===== src/rtl/neuron_activation_packer_pkg.sv =====
// Shared types and width helpers for the activation packer and its requantizer.
package neuron_activation_packer_pkg;

    typedef enum logic {
        StCollect = 1'b0,
        StFull    = 1'b1
    } pack_state_e;

    // Width of a raw accumulated dot product for WIDTH-bit operands.
    function automatic int unsigned res_w(input int unsigned width);
        return 2 * width + 1;
    endfunction

endpackage


===== src/rtl/neuron_activation_packer_requant_sat.sv =====
// Combinational bias-add, optional ReLU, arithmetic right shift and saturation to WIDTH bits.
module requant_sat
    import neuron_activation_packer_pkg::*;
#(
    parameter int unsigned WIDTH = 8,
    parameter int unsigned SHIFT = 4,
    parameter bit          RELU  = 1'b1
) (
    input  logic signed [res_w(WIDTH)-1:0] result_i,
    input  logic signed [res_w(WIDTH)-1:0] bias_i,
    output logic        [WIDTH-1:0]        element_o,
    output logic                           sat_o
);

    localparam int unsigned ResW = res_w(WIDTH);
    // One guard bit above the operands so the bias add cannot overflow.
    localparam int unsigned SumW = ResW + 1;

    localparam logic signed [SumW-1:0] MaxVal = {{(SumW - WIDTH + 1){1'b0}}, {(WIDTH - 1){1'b1}}};
    localparam logic signed [SumW-1:0] MinVal = {{(SumW - WIDTH + 1){1'b1}}, {(WIDTH - 1){1'b0}}};

    logic signed [SumW-1:0] sum;
    logic signed [SumW-1:0] relu_sum;
    logic signed [SumW-1:0] shifted;

    always_comb begin
        sum      = {result_i[ResW-1], result_i} + {bias_i[ResW-1], bias_i};
        relu_sum = (RELU && sum[SumW-1]) ? '0 : sum;
        shifted  = relu_sum >>> SHIFT;

        if (shifted > MaxVal) begin
            element_o = MaxVal[WIDTH-1:0];
            sat_o     = 1'b1;
        end else if (shifted < MinVal) begin
            element_o = MinVal[WIDTH-1:0];
            sat_o     = 1'b1;
        end else begin
            element_o = shifted[WIDTH-1:0];
            sat_o     = 1'b0;
        end
    end

endmodule


===== src/rtl/neuron_activation_packer.sv =====
// Collects NUM_NEURONS requantized neuron results into one packed vector on a valid/ready output.
module neuron_activation_packer
    import neuron_activation_packer_pkg::*;
#(
    parameter int unsigned WIDTH       = 8,
    parameter int unsigned NUM_NEURONS = 4,
    parameter int unsigned SHIFT       = 4,
    parameter bit          RELU        = 1'b1,
    parameter bit          EDGE_IN     = 1'b1
) (
    input  logic                                   clk,
    input  logic                                   reset_n,
    input  logic                                   clear,
    input  logic                                   in_valid,
    output logic                                   in_ready,
    input  logic signed [res_w(WIDTH)-1:0]         in_result,
    input  logic [res_w(WIDTH)*NUM_NEURONS-1:0]    biases,
    output logic                                   out_valid,
    input  logic                                   out_ready,
    output logic [WIDTH*NUM_NEURONS-1:0]           out_data,
    output logic                                   out_saturated
);

    localparam int unsigned ResW    = res_w(WIDTH);
    localparam int unsigned IdxW    = (NUM_NEURONS > 1) ? $clog2(NUM_NEURONS) : 1;
    localparam logic [IdxW-1:0] LastIdx = IdxW'(NUM_NEURONS - 1);

    pack_state_e                    state_q, state_d;
    logic [IdxW-1:0]                idx_q, idx_d;
    logic                           in_valid_q;
    logic [WIDTH*NUM_NEURONS-1:0]   data_q, data_d;
    logic                           sat_q, sat_d;

    logic                           accept;
    logic signed [ResW-1:0]         bias_sel;
    logic [WIDTH-1:0]               elem;
    logic                           elem_sat;

    assign in_ready      = (state_q == StCollect);
    assign out_valid     = (state_q == StFull);
    assign out_data      = data_q;
    assign out_saturated = sat_q;

    // Edge mode only counts a low-to-high transition of the upstream done flag.
    assign accept = in_valid & in_ready & (EDGE_IN ? ~in_valid_q : 1'b1);

    always_comb begin
        bias_sel = '0;
        for (int i = 0; i < NUM_NEURONS; i++) begin
            if (idx_q == IdxW'(i)) begin
                bias_sel = biases[ResW*i +: ResW];
            end
        end
    end

    requant_sat #(
        .WIDTH (WIDTH),
        .SHIFT (SHIFT),
        .RELU  (RELU)
    ) u_requant (
        .result_i  (in_result),
        .bias_i    (bias_sel),
        .element_o (elem),
        .sat_o     (elem_sat)
    );

    always_comb begin
        state_d = state_q;
        idx_d   = idx_q;
        data_d  = data_q;
        sat_d   = sat_q;

        if (clear) begin
            state_d = StCollect;
            idx_d   = '0;
            sat_d   = 1'b0;
        end else begin
            unique case (state_q)
                StCollect: begin
                    if (accept) begin
                        for (int i = 0; i < NUM_NEURONS; i++) begin
                            if (idx_q == IdxW'(i)) begin
                                data_d[WIDTH*i +: WIDTH] = elem;
                            end
                        end
                        sat_d = (idx_q == '0) ? elem_sat : (sat_q | elem_sat);
                        if (idx_q == LastIdx) begin
                            idx_d   = '0;
                            state_d = StFull;
                        end else begin
                            idx_d = idx_q + 1'b1;
                        end
                    end
                end
                StFull: begin
                    if (out_ready) begin
                        state_d = StCollect;
                    end
                end
            endcase
        end
    end

    always_ff @(posedge clk or negedge reset_n) begin
        if (!reset_n) begin
            state_q    <= StCollect;
            idx_q      <= '0;
            in_valid_q <= 1'b0;
            data_q     <= '0;
            sat_q      <= 1'b0;
        end else begin
            state_q    <= state_d;
            idx_q      <= idx_d;
            in_valid_q <= in_valid;
            data_q     <= data_d;
            sat_q      <= sat_d;
        end
    end

endmodule

===== config.mk =====
export PLATFORM = sky130hd
export DESIGN_NAME = neuron_activation_packer
export DESIGN_NICKNAME = d
export VERILOG_FILES = /design/src/rtl/neuron_activation_packer_pkg.sv /design/src/rtl/neuron_activation_packer_requant_sat.sv /design/src/rtl/neuron_activation_packer.sv
export SDC_FILE = /design/constraint.sdc
export NUM_CORES = 1
export LEC_CHECK = 0
export CAP_MARGIN = 10
export CORE_MARGIN = 2
export CORE_UTILIZATION = 35
export CTS_CLUSTER_DIAMETER = 100
export CTS_CLUSTER_SIZE = 40
export DETAILED_ROUTE_END_ITERATION = 7
export DONT_BUFFER_PORTS = 1
export SLEW_MARGIN = 20
export SYNTH_ARGS = -nofsm -noshare
export SYNTH_HDL_FRONTEND = slang
export SYNTH_SLANG_ARGS = --single-unit

===== constraint.sdc =====
create_clock -name clk -period 3.85 [get_ports clk]
set_input_delay 0.385 -clock clk [delete_from_list [all_inputs] [get_ports clk]]
set_output_delay 0.385 -clock clk [all_outputs]
set_load 0.03 [all_outputs]

==> run_results.csv <==
group,metric,value,unit
min_path,min_from,"in_valid",
setup_path,cp_max_fo,7,
synthesis,synth_fa_ha_area_frac,0.0846,
sta,hold_slack,0.122,ns
sta,setup_viol_count_final,0,
finish,layout_common_cells,"nor2_1 (63), nand2_1 (47), dfrtp_1 (37)",
finish,nNetsFinal,517,
synthesis,synth_top_family_by_area,"compound AO/OA/AOI/OAI gates",
synthesis,synth.area.mux_share,0.00363,
setup_path,critPathKind,"flip-flop to flip-flop",
sta,slew_headroom,0.512,
detailed_routing,vias,2918,
detailed_routing,drt_iter0_drc,113,
clock_network,tritoncts.num_buffers,5,
setup_path,start_kind,"flip-flop",
clock_network,clk_latency,0.29,ns
clock_network,cts-root-buf,"clkbuf_8",
detailed_routing,drc,0,
pwr,seq_power_share,0.386,
global_route,grt_pass1_vias,2725,
sta,period_needed,3.78,ns
finish,syn2layout_area_growth,17.6,%
synthesis,syn_inst,395,
sta,worst_slew_pin_slew,0.731,ns
setup_path,r2r_cells,18,
sta,fin_skew,0.00218,ns
place,place_ws,0.0684,ns
sta,rsz0062_at_grt,"yes",
synthesis,synth_compound_area_frac,0.303,
finish,drive_gt1_frac,0.192,
detailed_routing,wl_per_cell,17.4,um
synthesis,synth_cell_type_count,54,
synthesis,syn-num-nets,506,
clock_network,clkSinkCount,37,
floorplan,die_area,9640,um^2
global_route,grt_usage,0.176,
synthesis,synth_warnings,0,
floorplan,io_pins,125,
global_route,grt_antenna_before_repair,0,
synthesis,ys_ff_latch,37,
pwr,power.density,515,nW/um^2
sta,fin_setup_tns,0,ns
floorplan,die_w,98.2,um
place,dpl.hpwl,6800,um
synthesis,synth-simple-area-share,0.224,
synthesis,synthXorXnorAreaFrac,0.0282,
floorplan,core-area,8680,um^2
pwr,p_int,1.01,mW
finish,final_common_cell,"nor2_1",
sta,period_share,0.982,
min_path,hp-class,"primary input to flip-flop",
synthesis,ys_seq_area_frac,0.298,
sta,max_freq,0.265,GHz
setup_path,worst_setup_path_end_kind,"flip-flop",
place,io_buffers,0,
detailed_routing,drt.antenna.violating_nets,0,
synthesis,avgSynthCellArea,7.86,um^2
pwr,p_sw_frac,0.463,
detailed_routing,drt_wl_total,8960,um
pwr,total_power,1.88,mW
sta,worst_slack,0.0711,ns
setup_path,cp.required,3.98,ns
pwr,power_frac_comb,0.480,
finish,diodes,0,
clock_network,cts_tree,"built",
sta,hold_viol_final,0,
setup_path,startpoint,"idx_q[0]",
synthesis,async_flop_share,1.00,
pwr,switching_power,871,uW
setup_path,crit_arrival,3.91,ns
global_route,grt-ovfl-total,0,
floorplan,start_util,0.358,
synthesis,synthFlopType,"dfrtp_1",
clock_network,htree_levels,2,
place,gp_congestion,0.904,
pwr,peakVddDrop,0.179,mV
setup_path,r2r_start,"idx_q[0]",
global_route,grt_max_degree,38,
global_route,grt_pass1_wl,13800,um
detailed_routing,drt-pass1-iter-count,5,
floorplan,rows,34,
sta,slew_viol_final,0,
pwr,leakage,1.53,nW
clock_network,clkTransAtPathRegs,0.06,ns
run,cap_viol_max_count,0,
status,status,"finished clean",
synthesis,syn_area,3110,um^2
detailed_routing,vias_per_cell,5.67,
clock_network,ctsLongestPathBuffers,2,
floorplan,die_y,98.2,um
min_path,whs_path_depth,0,
synthesis,synth_edf_count,0,
pwr,pwr-share-clk,0.134,
registers in the layout (all words and copies together) (netlist names):
signal and count:
in_valid_q 1, out_valid 1, idx_q 2, out_saturated 1
out_data 32
through the flow:
step                      std cells  area, um^2   util
final                           515        3650  0.421
after global routing            515        3650  0.421
after global placement          489        3220  0.371
after CTS                       499        3330  0.384
after floorplan                 395        3110      -
after detailed placement        489        3220  0.371
Yosys cell counts (all sizes together) (2+ instances only):
cell | n | area, um^2
xor2 | 5 | 43.8
ha | 21 | 263
a211o | 2 | 17.5
nand3 | 2 | 10.0
o31ai | 3 | 41.3
a21o | 3 | 22.5
and4 | 3 | 28.8
nand4 | 3 | 18.8
nand2 | 49 | 186
dfrtp | 37 | 926
nor3b | 2 | 26.3
a31oi | 32 | 221
and3 | 4 | 25.0
nor2 | 64 | 240
a21boi | 2 | 15.0
a211oi | 2 | 27.5
o21a | 8 | 75.1
inv | 5 | 18.8
nor3 | 7 | 51.3
a21oi | 41 | 216
clkbuf | 18 | 67.6
nor2b | 9 | 56.3
xnor2 | 5 | 43.8
o211ai | 3 | 27.5
and2 | 4 | 25.0
o21ai | 34 | 178
a22oi | 9 | 67.6
or2 | 2 | 12.5
buf | 10 | 95.1
per-layer routing:
metal / wire (um) / global-route usage / vias up
met5: 0 / 0 / -
met4: 76 / 0.0348 / 0
met3: 718 / 0.0515 / 5
met2: 4360 / 0.301 / 114
met1: 3810 / 0.221 / 1370
li1: - / - / 1429
area by class of cell:
class	count	area (um^2)
sequential	37	926
inverter	5	18.8
clock buffer	8	80.1
multi-input combinational	325	2110
timing repair buffer	32	387
tap	108	135
fill	893	5030
worst paths after layout:
path / end / slack [ns]
hold / removal: in_valid_q / 0.12
min in group asynchronous: out_data[11] / 0.56
max in group asynchronous: out_data[1] / 3.12
setup / recovery: out_data[11] / 0.07
setup reg to reg: out_data[11] / 0.07
hold reg to reg: out_saturated / 0.63
kinds of logic (layout without fill, tap and decap cells):
kind of cell,Yosys count,after routing
muxes,1,1
AOI/OAI and AO/OA,142,142
xor gates and xnor gates,10,10
adders and majority gates,21,21
DFF,37,37
buffers and inverters,33,45
and+or+nand+nor,151,151
power groups by stage:
stage / clock [mW] / combinational, mW / sequential [mW]
finish: 0.251 / 0.903 / 0.725
global route: 0.274 / 0.993 / 0.739
CTS: 0.260 / 0.744 / 0.727
detailed placement: 0 / 0.730 / 0.736
global placement: 0 / 0.719 / 0.732
floorplan: 0 / 0.571 / 0.710
worst max-delay path, stage by stage (launching register included):
cell and delay [ns]:
dfrtp_1 0.43, buf_6 0.14, ha_4 0.19, clkbuf_16 0.17
a22oi_2 0.16, nor2_1 0.07, a21oi_1 0.13, o21ai_1 0.09
ha_1 0.37, a21oi_2 0.16, o21ai_2 0.08, a311o_1 0.39
or2_1 0.25, o211ai_2 0.13, o211ai_1 0.17, o31ai_4 0.31
buf_12 0.16, buf_12 0.12, a31oi_1 0.09
what timing repair did:
action	in CTS	in global routing
resized for setup	0	34
hold endpoints to repair	37	0
hold buffers	2	0
setup buffers	0	12
endpoints found under the setup margin	0	29
No activity file was read; power rests on OpenSTA's default activity.
